**src/rtl/sd_clk_gen.sv**
```systemverilog
// sd_clk_gen: SD card clock generator with a programmable divisor.
//
// The output runs at clk / (2 * (active_div + 1)) with a 50% duty cycle.
// A new divisor waits in a pending register and takes effect only at a
// period boundary, which is the end of the low phase, or while idle.
// Because of this, a phase that has already started keeps its length.
// When enable drops, the current period still finishes before the clock
// parks low, so no runt pulse is produced.
//
// Ports:
//   clk          system clock, all logic on the rising edge
//   reset        synchronous, active-high reset
//   div          requested divisor (half-period = div + 1 clk cycles)
//   div_load     single-cycle strobe that captures div into the pending slot
//   enable       level; 1 = run sd_clk, 0 = stop after the current period
//   sd_clk       generated SD clock (registered)
//   sd_clk_rise  one-cycle pulse in the first cycle sd_clk is high
//   sd_clk_fall  one-cycle pulse in the first cycle sd_clk is low after high
//   active_div   divisor currently in use
//   stable       running, with no divisor change pending
module sd_clk_gen #(
  parameter int DIV_WIDTH   = 16,
  parameter int DEFAULT_DIV = 62
) (
  input  logic                 clk,
  input  logic                 reset,
  input  logic [DIV_WIDTH-1:0] div,
  input  logic                 div_load,
  input  logic                 enable,
  output logic                 sd_clk,
  output logic                 sd_clk_rise,
  output logic                 sd_clk_fall,
  output logic [DIV_WIDTH-1:0] active_div,
  output logic                 stable
);

  typedef enum logic [1:0] {
    IDLE = 2'd0,
    HIGH = 2'd1,
    LOW  = 2'd2
  } state_t;

  state_t               state, state_nxt;
  logic [DIV_WIDTH-1:0] cnt, cnt_nxt;
  logic [DIV_WIDTH-1:0] active_div_nxt;
  logic [DIV_WIDTH-1:0] pending_div, pending_div_nxt;
  logic                 pending, pending_nxt;
  logic                 sd_clk_nxt, rise_nxt, fall_nxt, stable_nxt;
  logic                 apply;

  always_ff @(posedge clk) begin
    if (reset) begin
      state       <= IDLE;
      cnt         <= '0;
      active_div  <= DIV_WIDTH'(DEFAULT_DIV);
      pending_div <= '0;
      pending     <= 1'b0;
      sd_clk      <= 1'b0;
      sd_clk_rise <= 1'b0;
      sd_clk_fall <= 1'b0;
      stable      <= 1'b0;
    end else begin
      state       <= state_nxt;
      cnt         <= cnt_nxt;
      active_div  <= active_div_nxt;
      pending_div <= pending_div_nxt;
      pending     <= pending_nxt;
      sd_clk      <= sd_clk_nxt;
      sd_clk_rise <= rise_nxt;
      sd_clk_fall <= fall_nxt;
      stable      <= stable_nxt;
    end
  end

  always_comb begin
    state_nxt  = state;
    cnt_nxt    = cnt;
    sd_clk_nxt = sd_clk;
    rise_nxt   = 1'b0;
    fall_nxt   = 1'b0;
    apply      = 1'b0;

    unique case (state)
      IDLE: begin
        sd_clk_nxt = 1'b0;
        cnt_nxt    = '0;
        apply      = pending;
        if (enable) begin
          state_nxt  = HIGH;
          sd_clk_nxt = 1'b1;
          rise_nxt   = 1'b1;
        end
      end
      HIGH: begin
        if (cnt == active_div) begin
          state_nxt  = LOW;
          sd_clk_nxt = 1'b0;
          fall_nxt   = 1'b1;
          cnt_nxt    = '0;
        end else begin
          cnt_nxt = cnt + 1'b1;
        end
      end
      LOW: begin
        if (cnt == active_div) begin
          // Period boundary: the only place a running clock picks up a new divisor
          apply   = pending;
          cnt_nxt = '0;
          if (enable) begin
            state_nxt  = HIGH;
            sd_clk_nxt = 1'b1;
            rise_nxt   = 1'b1;
          end else begin
            state_nxt  = IDLE;
            sd_clk_nxt = 1'b0;
          end
        end else begin
          cnt_nxt = cnt + 1'b1;
        end
      end
      default: begin
        state_nxt  = IDLE;
        sd_clk_nxt = 1'b0;
        cnt_nxt    = '0;
      end
    endcase

    active_div_nxt = apply ? pending_div : active_div;

    // A load that coincides with an apply becomes the next pending value.
    // The apply still uses the value that was already pending.
    pending_nxt     = div_load ? 1'b1 : (apply ? 1'b0 : pending);
    pending_div_nxt = div_load ? div : pending_div;

    stable_nxt = (state_nxt != IDLE) && !pending_nxt;
  end

endmodule

```
**config.mk**
```make
export PLATFORM = sky130hd
export DESIGN_NAME = sd_clk_gen
export DESIGN_NICKNAME = d
export VERILOG_FILES = /design/src/rtl/sd_clk_gen.sv
export SDC_FILE = /design/constraint.sdc
export NUM_CORES = 1
export LEC_CHECK = 0
export BUFFER_PORTS_ARGS = -buffer_cell sky130_fd_sc_hd__buf_2
export CAP_MARGIN = 20
export CORE_ASPECT_RATIO = 0.7
export CORE_MARGIN = 8
export CORE_UTILIZATION = 50
export CTS_CLUSTER_DIAMETER = 100
export CTS_CLUSTER_SIZE = 12
export DETAILED_ROUTE_END_ITERATION = 8
export GPL_TIMING_DRIVEN = 0
export PLACE_DENSITY = 0.75
export REMOVE_ABC_BUFFERS = 1
export SLEW_MARGIN = 20
export SYNTH_ARGS = -nofsm -noshare
export SYNTH_HDL_FRONTEND = slang
export SYNTH_SLANG_ARGS = --single-unit
```
**constraint.sdc**
```tcl
create_clock -name clk -period 1.7 [get_ports clk]
set_input_delay 0 -clock clk [delete_from_list [all_inputs] [get_ports clk]]
set_output_delay 0 -clock clk [all_outputs]
set_load 0.02 [all_outputs]
```
### Yosys cells after proc, flatten, opt, wreduce, memory -nomap -nowiden

Index checks and enable logic that the tools add are counted.

| word-level totals | value |
|---|---|
| bits in registers | 55 |
| input port bits | 20 |
| output and inout bits | 20 |
| logic and storage cells | 41 |

| operators by class | value |
|---|---|
| add/sub/neg operators | 1 |
| equal/unequal tests | 5 |
| mux-type cells | 16 |
| bitwise operators | 2 |
| reductions and logical operators | 8 |

Operators by type and width:

| cell | count |
|---|---|
| $add A16 B1 Y16 const B | 1 |
| $eq A16 B16 Y1 | 1 |
| $mux W1 | 9 |
| $mux W2 | 3 |
| $pmux W2 S3 | 1 |
| $ne A2 B2 Y1 const B | 2 |
| $pmux W1 S2 | 2 |
| $reduce_or A2 Y1 | 2 |
| $pmux W1 S3 | 1 |
| $reduce_or A3 Y1 | 1 |
| $eq A2 B1 Y1 const B | 1 |
| $eq A2 B2 Y1 const B | 1 |
| $logic_not A2 Y1 | 1 |
| $not A1 Y1 | 2 |
| $reduce_and A2 Y1 | 1 |
| $reduce_bool A2 Y1 | 1 |
| $logic_and A1 B1 Y1 | 1 |
| $logic_not A1 Y1 | 1 |

### Depth between registers and ports, before layout

Gate-level depths: netlist (run 1).

| depth | value |
|---|---|
| word-level depth | 7 |
| gate-level depth with buffers | 8 |
| mapped depth without buffers | 6 |

### Least setup slack after synthesis (run 1)

No wires, ideal clock.

| path | value |
|---|---|
| path kind | register to register |
| start point | register active_div[3] |
| end point | register active_div[10] |
| setup time | 72 ps |
| data arrival time | 1,864 ps |
| required time | 1,628 ps |
| path slack | -236 ps |
| cell stages (with the launch flop) | 9 |
| path buffers | 2 |
| period minus slack after synthesis | 1,936 ps |
| path through | dfxtp_1 > xnor2_1 > nand4_1 > nor4_4 > a21oi_2 > nor2b_2 > buf_6 > buf_12 > mux2i_1 |

| between the ends | value |
|---|---|
| word-level cells in the longest chain between the ends | 3 |

Ends and longest elaborated chain:

| element | line | RTL |
|---|---|---|
| from (decl) | 33 | `output logic [DIV_WIDTH-1:0] active_div,` |
| from (signal assigned) | 55 | `active_div <= DIV_WIDTH'(DEFAULT_DIV);` |
| from (signal assigned) | 65 | `active_div <= active_div_nxt;` |
| $eq A16 B16 Y1 | 105 | `if (cnt == active_div) begin` |
| $mux W1 | 105 |  |
| $pmux W1 S2 | 83 | `unique case (state)` |

Every way passes these cells.
A chain may end at the register's enable or synchronous reset.

### Worst setup path after layout (run 1)

| path | value |
|---|---|
| start point | register cnt[10] |
| end point | register stable |

| between the ends | value |
|---|---|
| word-level cells in the longest chain between the ends | 7 |
| elaborated cells between the ends (all ways) | 11 |
| classes of those cells | eq/ne: 1; mux: 7; reduce/logical: 3 |

Ends and longest elaborated chain:

| element | line | RTL |
|---|---|---|
| from (decl) | 44 | `logic [DIV_WIDTH-1:0] cnt, cnt_nxt;` |
| from (signal assigned) | 64 | `cnt <= cnt_nxt;` |
| $eq A16 B16 Y1 * | 95, 105 |  |
| $mux W1 | 105 |  |
| $pmux W1 S2 | 83 |  |
| $mux W1 (2 in a row) | 132 | `pending_nxt = div_load ? 1'b1 : (apply ? 1'b0 : pending);` |
| $logic_not A1 Y1 | 135 | `stable_nxt = (state_nxt != IDLE) && !pending_nxt;` |
| $logic_and A1 B1 Y1 * | 135 |  |
| to (signal assigned) | 71 | `stable <= stable_nxt;` |
| to (decl) | 34 | `output logic stable` |

Every way passes the cells marked *; elsewhere a longest branch is shown, timed or not.

==> flow_metrics.env, run 1 <==
export IMPL_end_kind="register"
export IMPL_grt_total_usage_pct=14.3
export IMPL_p_total_mw=2.36
export IMPL_yosysWarningCount=0
export IMPL_drc=0
export IMPL_numPortBuffers=39
export IMPL_finalWeightedCongestion=0.794
export IMPL_io_pins=40
export IMPL_gr_usage_met3_pct=4.86
export IMPL_antenna_found_initial=0
export IMPL_grt_met2_usage_pct=22.7
export IMPL_powerDensity_nw_per_um2=767
export IMPL_fin_crit_ns=1.94
export IMPL_path_class="register to register"
export IMPL_cts_tree="yes"
export IMPL_fin_ws_ns=-0.236
export IMPL_gr_max_usage_layer="met2"
export IMPL_finalSetupViolCount=27
export IMPL_fillers=406
export IMPL_root_buffer="clkbuf_8"
export IMPL_ir_worst_vdd_v=0.000512
export IMPL_clock_skew_ns=0.00449
export IMPL_die_area_um2=7350
export IMPL_power_leakage_nw=1.27
export IMPL_die_h_um=74.2
export IMPL_place_ws_ns=-1.01
export IMPL_vias=1873
export IMPL_diodes=0
export IMPL_synth_edf_count=0
export IMPL_regArea_um2=1120
export IMPL_status="finished, violations left"
export IMPL_drt_iter0_markers=75
export IMPL_grt_pass1_vias=1774
export IMPL_finalHoldViolCount=0
export IMPL_dr_pass1_iters=4
export IMPL_final_cell_mix="nor2_1, dfxtp_1, buf_2"
export IMPL_area_delta_synth_final_pct=27.1
export IMPL_dp_hpwl_mm=3.26
export IMPL_maxCapViolations=0
export IMPL_cts_buffer_depth=2
export IMPL_min_path_type="input port to register"
export IMPL_async_reset_ff_share_pct=0
export IMPL_use_met1_pct=17.9
export IMPL_synth_seq_cells=55
export IMPL_htree_num_levels=2
export IMPL_core_um2=4730
export IMPL_syn_inst=250
export IMPL_drive_gt1_share_pct=26.8
export IMPL_grt_pass1_wl_mm=8.36
export IMPL_viasPerCell=5.05
export IMPL_ys_types=34
export IMPL_required_ns=1.90
export IMPL_cts_sinks=55
export IMPL_rows=21
export IMPL_critPathLaunchType="register"
export IMPL_final_net_count=340
export IMPL_clock_latency_ns=0.30
export IMPL_timing_slew_headroom_pct=47.2
export IMPL_max_freq_mhz=517
export IMPL_multi_input_area_um2=1300
export IMPL_cp_arrival_ns=2.13
export IMPL_min_period_over_period_pct=114
export IMPL_synthesis_area_um2=2420
export IMPL_grt_overflow_total=0
export IMPL_synth_flop_cell="dfxtp_1"
export IMPL_violations="setup timing"
export IMPL_clk_pin_slew_ns=0.09
export IMPL_drv_slew=0
export IMPL_final_common_cell="nor2_1"
export IMPL_path_max_fanout=6
export IMPL_ant_nets=0
export IMPL_rsz0062_at_grt="true"
export IMPL_die_w_um=99.1
export IMPL_post_drt_wl_per_cell_um=14.1
export IMPL_grt_max_degree=55
export IMPL_routed_wirelength_mm=5.22
export IMPL_tightest_slew_ns=0.792
export IMPL_yosysSeqAreaShare_pct=45.5
export IMPL_syn_area_per_cell_um2=9.67
export IMPL_initial_core_util_pct=51.1
export IMPL_cts_buffers=5
## repair_timing
item,CTS,global route
endpoints found under the setup margin,38,38
endpoints found under the hold margin,18,0
cloned,0,1
pin swaps,6,7
gates resized for setup,15,12
hold buffers,17,0
buffers inserted,10,3
## where the power goes
part / internal (mW) / total [mW] / switching [mW]
sequential: 1.34 / 1.37 / 0.0376
clock: 0.276 / 0.659 / 0.383
combinational: 0.164 / 0.325 / 0.160
total: 1.78 / 2.36 / 0.581
## layer usage
metal	up-vias	routed length, um	part of all wire [%]
met5	-	0	0
met4	0	66	1.3
met3	9	308	5.9
met2	45	2390	46
met1	867	2460	47
li1	952	-	-
## sequential cells by signal (all words and copies together) (netlist names)
| signal | count |
|---|---|
| stable | 1 |
| state | 2 |
| cnt | 16 |
| active_div | 16 |
| pending_div | 16 |
| sd_clk_rise | 1 |
| sd_clk_fall | 1 |
| sd_clk | 1 |
| pending | 1 |
## final timing paths
check | from | endpoint | slack, ns | cells after the start
max | cnt[10]$_SDFF_PP0_ | stable$_SDFF_PP0_ | -0.24 | 7
max reg2reg | cnt[10]$_SDFF_PP0_ | stable$_SDFF_PP0_ | -0.24 | 7
min | reset | pending_div[15]$_SDFFE_PP0P_ | 0.27 | 2
min reg2reg | cnt[0]$_SDFF_PP0_ | cnt[0]$_SDFF_PP0_ | 0.46 | 1
## synth_stat cells (2+ instances only)
library cell	instances	share of area (%)
ha_1	5	2.6
xnor2_1	19	6.9
o21ai_0	2	0.41
and3_1	5	1.3
buf_2	2	0.41
a21oi_1	4	0.83
nand2b_1	22	5.7
and2_1	2	0.52
clkbuf_1	7	1.1
xor2_1	9	3.3
mux2i_1	32	13
nor2_1	45	7.0
nand3_1	4	0.83
dfxtp_1	55	46
nand4_1	5	1.3
or3_1	2	0.52
nand2_1	9	1.4
inv_1	5	0.78
## kinds of logic (layout without fill, tap and decap cells)
logic type,count (synthesis),in the layout,share of synthesized area (%)
AOI/OAI and AO/OA,12,12,3.42
xor gates and xnor gates,28,28,10.1
adders and majority gates,5,5,2.59
buffers and inverters,17,80,3.78
DFF,55,55,45.5
muxes,32,32,13.3
and+or+nand+nor,101,102,21.3
## cell type report
| type | instances | share of cell area, % |
|---|---|---|
| Inverter | 5 | 0.611 |
| Timing Repair Buffer | 69 | 15.9 |
| Multi-Input combinational cell | 179 | 42.2 |
| Sequential cell | 55 | 36.6 |
| Tap cell | 57 | 2.32 |
| Clock buffer | 6 | 2.36 |
## worst max-delay path: stages (launching register included)
cell and delay, ns:
dfxtp_4 0.37, xnor2_2 0.16, nand4_1 0.20, nor4_4 0.30, buf_4 0.19, nor2b_1 0.06
o32a_1 0.32, o211a_1 0.23
## per-stage QoR
stage | instances | cell area, um2 | hold slack, ns | util, % | setup TNS [ns]
after detailed placement | 334 | 2610 | 0.244 | 55.2 | -21.35
after global routing | 371 | 3070 | 0.288 | 64.9 | -5.79
after global placement | 334 | 2610 | 0.233 | 55.2 | -20.06
final | 371 | 3070 | 0.265 | 64.9 | -3.85
after floorplan | 238 | 2340 | 0.0691 | - | -9.54
after CTS | 367 | 3000 | 0.268 | 63.5 | -4.12
(Power assumes the default switching activity.)
==> run 2: changes to the inputs <==
ABC_AREA = 1   (was unset)
==> run 2 against run 1 <==
  * The flow now finishes without violations
  * Cell area grew 2.3%
  * First-iteration DRC count grew 100%
  * Via count grew 23%
  * Non-clock buffer count shrank 2
  * Global-route usage grew 2.2 points
  * Combinational power grew 37%
  * Critical path depth grew 5
  * Fmax grew 16%
  * Power grew 8.2%
  * Area after synthesis shrank 0.31%
  * Clock-buffer cell count grew 1
  * Highest routed layer unchanged
==> flow_metrics.env, run 2 <==
export IMPL_synthTopCellsByArea="dfxtp_1, nand2_1, nor2_1"
export IMPL_drive_gt1_share_pct=28.6
export IMPL_fin_crit_ns=1.67
export IMPL_die_w_um=99.0
export IMPL_yosysWarningCount=0
export IMPL_grt_pass1_wl_mm=9.63
export IMPL_initial_core_util_pct=51.2
export IMPL_htree_num_levels=2
export IMPL_p_total_mw=2.55
export IMPL_hold_start="enable"
export IMPL_synth_most_common_cell="nand2_1"
export IMPL_io_pins=40
export IMPL_die_area_um2=7330
export IMPL_grt_pass1_vias=2045
export IMPL_reg2reg_slack_ns=0.03
export IMPL_final_net_count=430
export IMPL_rows=21
export IMPL_vias=2308
export IMPL_setup_worst_path_start="cnt[0]$_SDFF_PP0_"
export IMPL_async_reset_ff_share_pct=0
export IMPL_finalHoldViolCount=0
export IMPL_routed_wirelength_mm=6.14
export IMPL_multi_input_area_um2=1220
export IMPL_die_h_um=74.1
export IMPL_drc=0
export IMPL_ys_top_cells_by_count="nand2_1, nor2_1, dfxtp_1"
export IMPL_dp_hpwl_mm=3.71
export IMPL_area_delta_synth_final_pct=30.4
export IMPL_worstReg2RegEnd="stable$_SDFF_PP0_"
export IMPL_ant_nets=0
export IMPL_dp_cells=425
export IMPL_root_buffer="clkbuf_8"
export IMPL_grt_total_usage_pct=16.5
export IMPL_synthesis_area_um2=2410
export IMPL_ys_types=27
export IMPL_critPathLaunchType="register"
export IMPL_min_period_over_period_pct=98.3
export IMPL_antenna_found_initial=0
export IMPL_cts_buffers=5
export IMPL_clock_skew_ns=0.00621
export IMPL_maxCapViolations=0
export IMPL_path_class="register to register"
export IMPL_yosysTopAreaCellShare_pct=45.7
export IMPL_numPortBuffers=39
export IMPL_utilization_pct=66.8
export IMPL_grt_overflow_total=0
export IMPL_yosysSeqAreaShare_pct=45.7
export IMPL_clock_latency_ns=0.30
export IMPL_reg2reg_depth=12
export IMPL_finalWeightedCongestion=0.785
export IMPL_cp_arrival_ns=1.91
export IMPL_required_ns=1.94
export IMPL_syn_area_per_cell_um2=7.15
export IMPL_cts_sinks=55
export IMPL_tightest_slew_ns=1.02
export IMPL_cts_buffer_depth=2
export IMPL_worst_r2r_startpoint="cnt[0]$_SDFF_PP0_"
export IMPL_regArea_um2=1150
export IMPL_synth_area_leader_cell="dfxtp_1"
export IMPL_drt_iter0_markers=150
export IMPL_fillers=391
export IMPL_power_leakage_nw=1.39
export IMPL_status="finished, final reports clean"
export IMPL_final_common_cell="nand2_1"
export IMPL_synth_edf_count=0
export IMPL_cts_tree="yes"
export IMPL_synth_seq_cells=55
export IMPL_holdPathEnd="sd_clk$_SDFFE_PP0P_"
export IMPL_path_max_fanout=6
export IMPL_max_freq_mhz=598
export IMPL_end_kind="register"
export IMPL_clk_pin_slew_ns=0.09
export IMPL_min_path_type="input port to register"
export IMPL_grt_max_degree=35
export IMPL_rsz0062_at_grt="true"
export IMPL_viasPerCell=4.97
export IMPL_powerDensity_nw_per_um2=811
export IMPL_reg_largest_list="active_div x16, cnt x16, pending_div x16"
export IMPL_syn_inst=337
export IMPL_fin_cells=464
export IMPL_drv_slew=0
export IMPL_synth_flop_cell="dfxtp_1"
export IMPL_finalSetupViolCount=0
export IMPL_dr_pass1_iters=4
export IMPL_core_um2=4700
export IMPL_ir_worst_vdd_v=0.000475
export IMPL_post_drt_wl_per_cell_um=13.2
export IMPL_hold_depth=5
export IMPL_timing_slew_headroom_pct=32.1
export IMPL_final_cell_mix="nand2_1, nor2_1, buf_2"
[run 2: cell families (layout without fill, tap and decap cells)]
logic type               count (synthesis)  count (layout)  share of synthesized area [%]
buffers and inverters                   52             119                           8.88
XOR/XNOR                                 6               6                           2.18
adder cells (fa/ha/maj)                  5               5                           2.60
other                                    0               1                              0
flip-flops                              55              55                           45.7
AO/OA/AOI/OAI                           55              55                           12.3
AND/OR/NAND/NOR                        164             166                           28.3
[run 2: metal layers]
layer	vias up	global-route usage [%]	wire, um
met1	1057	21.9	2990
met2	45	25.9	2800
met5	-	0	0
met3	8	3.08	276
met4	0	7.11	82
li1	1198	-	-
[run 2: worst max path at each step]
stage	endpoint	cells past startpoint	slack, ns
CTS	active_div[10]$_SDFFE_PP0P_	11	-0.0009
finish	stable$_SDFF_PP0_	12	0.03
global route	cnt[14]$_SDFF_PP0_	11	-0.1
floorplan	active_div[1]$_SDFFE_PP1P_	11	0.05
detailed placement	cnt[14]$_SDFF_PP0_	5	-0.37
global placement	cnt[14]$_SDFF_PP0_	5	-0.33
[run 2: critical path, stage by stage, from the launching register on]
cell	delay [ns]
dfxtp_4	0.39
inv_1	0.04
nand2_1	0.05
nand2_1	0.06
nor2_2	0.12
nand2_1	0.07
nor2_1	0.11
nand2_2	0.12
nand2_4	0.14
nand3_4	0.17
nand2_4	0.14
nand3_2	0.07
a21oi_2	0.13
[run 2: area by class of cell]
| cell class | instances | share of cell area [%] |
|---|---|---|
| Tap cell | 57 | 2.27 |
| Timing Repair Buffer | 67 | 14.3 |
| Inverter | 44 | 5.50 |
| Antenna cell | 1 | 0.0796 |
| Multi-Input combinational cell | 232 | 38.8 |
| Sequential cell | 55 | 36.5 |
| Clock buffer | 7 | 2.43 |
| Clock inverter | 1 | 0.159 |
[run 2: power by group]
part | total [mW] | internal, mW | switching (mW) | leakage [nW]
sequential | 1.41 | 1.36 | 0.0537 | 0.463
clock | 0.690 | 0.290 | 0.400 | 0.0422
combinational | 0.446 | 0.168 | 0.279 | 0.889
[run 2: timing repair]
action	in CTS	in global routing
cloned	2	0
hold endpoints to repair	22	0
resized for setup	13	51
pin swaps	2	16
hold buffers	17	0
setup buffers	1	10
setup endpoints to repair	34	25
[run 2: stage by stage]
step	setup slack, ns	instance area [um2]	hold WS (ns)	setup TNS (ns)
finish	0.0286	3140	0.0759	0
global route	-0.0988	3140	0.101	-0.786
CTS	-0.000852	2940	0.0515	-0.000852
detailed placement	-0.368	2630	0.229	-5.95
global placement	-0.330	2630	0.221	-5.27
floorplan	0.0451	2360	0.0691	0
==> run 3: changes to the inputs <==
CORE_ASPECT_RATIO = 1.4   (was 0.7)
CORE_UTILIZATION = 59   (was 50)
PLACE_DENSITY = 0.83   (was 0.75)
clock period = 2 ns   (was 1.7 ns; I/O delays follow)
==> run 3 against run 2 <==
  * Global-route usage rose by 0.42 points
  * Clock skew decreased by 0.0015 ns
  * Combinational power down 20%
  * Power shrank 16%
  * Flip-flop and latch count unchanged
  * Worst hold slack lost 0.0093 ns
  * Critical path depth is 4 lower
  * Register-to-register slack better by 0.10 ns
  * Critical endpoint is now active_div[2]$_SDFFE_PP1P_
  * Clock-buffer cell count down 1
  * Non-clock buffer count is 11 lower
  * Setup slack better by 0.10 ns
==> flow_metrics.env, run 3 (synthesized netlist as in run 2, its figures left out) <==
export IMPL_drive_gt1_share_pct=15.7
export IMPL_grt_pass1_vias=2073
export IMPL_reg_largest_list="active_div x16, cnt x16, pending_div x16"
export IMPL_routed_wirelength_mm=5.67
export IMPL_p_total_mw=2.15
export IMPL_multi_input_area_um2=1110
export IMPL_power_frac_seq_pct=55.8
export IMPL_io_pins=40
export IMPL_cp_depth=8
export IMPL_dp_hpwl_mm=3.60
export IMPL_core_um2=3920
export IMPL_clock_latency_ns=0.31
export IMPL_crit_buf_inv=3
export IMPL_reg2reg_depth=8
export IMPL_end_kind="register"
export IMPL_numPortBuffers=39
export IMPL_cp_slowest_stage_delay_ns=0.40
export IMPL_ant_nets=0
export IMPL_rows=27
export IMPL_final_net_count=419
export IMPL_cp_arrival_ns=2.02
export IMPL_fin_crit_ns=1.87
export IMPL_die_w_um=70.0
export IMPL_timing_slew_headroom_pct=42.6
export IMPL_path_max_fanout=13
export IMPL_tightest_slew_ns=0.859
export IMPL_vias=2265
export IMPL_power_leakage_nw=1.30
export IMPL_cts_buffer_depth=2
export IMPL_grt_total_usage_pct=16.9
export IMPL_root_buffer="clkbuf_8"
export IMPL_finalHoldViolCount=0
export IMPL_grt_overflow_total=0
export IMPL_cts_sinks=55
export IMPL_combPwrFrac_pct=16.5
export IMPL_powerDensity_nw_per_um2=743
export IMPL_die_h_um=91.6
export IMPL_fin_ws_ns=0.133
export IMPL_required_ns=2.15
export IMPL_ir_worst_vdd_v=0.000786
export IMPL_p_sw_mw=0.613
export IMPL_maxCapViolations=0
export IMPL_final_common_cell="nand2_1"
export IMPL_crit_slowest_cell="dfxtp_1"
export IMPL_netSwitchingFraction_pct=28.5
export IMPL_drv_slew=0
export IMPL_die_area_um2=6410
export IMPL_cp_top_family="simple AND/OR/NAND/NOR gates"
export IMPL_max_freq_mhz=536
export IMPL_cts_buffers=5
export IMPL_clockPowerShare_pct=27.6
export IMPL_cts_tree="yes"
export IMPL_place_ws_ns=0.0199
export IMPL_final_cell_mix="nand2_1, nor2_1, dfxtp_1"
export IMPL_drt_iter0_markers=158
export IMPL_fillers=319
export IMPL_grt_pass1_wl_mm=9.04
export IMPL_post_drt_wl_per_cell_um=12.9
export IMPL_antenna_found_initial=0
export IMPL_clk_pin_slew_ns=0.09
export IMPL_htree_num_levels=2
export IMPL_crit_chain="inv_1, ha_1, inv_1, nand2_1, nand3_4, clkinvlp_2, nand2_1, o211ai_1"
export IMPL_clock_skew_ns=0.00472
export IMPL_dr_pass1_iters=4
export IMPL_regArea_um2=1100
export IMPL_critPathLaunchType="register"
export IMPL_initial_core_util_pct=61.5
export IMPL_min_path_type="input port to register"
export IMPL_finalSetupViolCount=0
export IMPL_status="finished, final reports clean"
export IMPL_path_class="register to register"
export IMPL_drc=0
export IMPL_internal_power_mw=1.54
export IMPL_finalWeightedCongestion=0.765
export IMPL_viasPerCell=5.16
export IMPL_area_delta_synth_final_pct=20.1
export IMPL_hold_depth=5
export IMPL_grt_max_degree=35
export IMPL_min_period_over_period_pct=93.3
run 3: cell types whose count changed in the layout (fill, tap and decap cells not counted), moves of 5 or more:
cell	previous run	this run
inv_2	8	3
buf_4	11	0
dfxtp_4	6	0
dfxtp_2	18	1
inv_1	33	39
dfxtp_1	31	54
run 3: what timing repair did:
action | CTS | global route
resized for setup | 0 | 4
setup buffers | 0 | 0
endpoints found under the hold margin | 22 | 0
hold buffers | 17 | 0
setup endpoints to repair | 0 | 14
run 3: cell type report:
class | count | area share [%]
diodes | 1 | 0.0864
repair buffers | 56 | 12.6
clock buffers | 6 | 2.51
flip-flops and latches | 55 | 38.1
well taps | 43 | 1.86
clock inverters | 2 | 0.432
inverters | 44 | 5.83
repair inverters | 1 | 0.173
multi-input cells | 231 | 38.4
run 3: final timing paths:
| check | slack (ns) | endpoint | startpoint |
|---|---|---|---|
| worst max-delay path | 0.13 | active_div[2]$_SDFFE_PP1P_ | state[1]$_SDFF_PP0_ |
| worst min-delay path | 0.07 | sd_clk_rise$_SDFF_PP0_ | enable |
| worst max register to register | 0.13 | active_div[2]$_SDFFE_PP1P_ | state[1]$_SDFF_PP0_ |
| worst min register to register | 0.46 | cnt[0]$_SDFF_PP0_ | cnt[0]$_SDFF_PP0_ |
run 3: metrics by stage:
step	hold WS [ns]	std cells	instance area [um2]	utilization [%]	TNS [ns]
floorplan	0.0691	329	2360	-	0
CTS	0.0463	436	2870	73.1	0
global placement	0.220	411	2610	66.6	0
global route	0.0713	438	2890	73.8	-0.0813
detailed placement	0.229	411	2610	66.6	0
finish	0.0667	439	2900	73.9	0
run 3: worst min-delay path: cells and delay by family:
family | cells | cell delay, ns
buf+inv | 2 | 0.16
simple gates | 2 | 0.12
compound gates | 1 | 0.05
run 3: power groups by stage:
stage	logic, mW	clock network, mW	registers, mW
final	0.355	0.594	1.20
after global routing	0.393	0.661	1.21
after CTS	0.340	0.609	1.20
after detailed placement	0.313	0	1.22
after global placement	0.307	0	1.22
after floorplan	0.166	0	1.26
run 3: routing by layer:
metal	vias up	wire length, um	GRT usage [%]
met3	8	249	4.75
met4	0	72	6.55
met1	1046	2370	18.1
met2	42	2980	30.6
li1	1169	-	-
met5	-	0	0
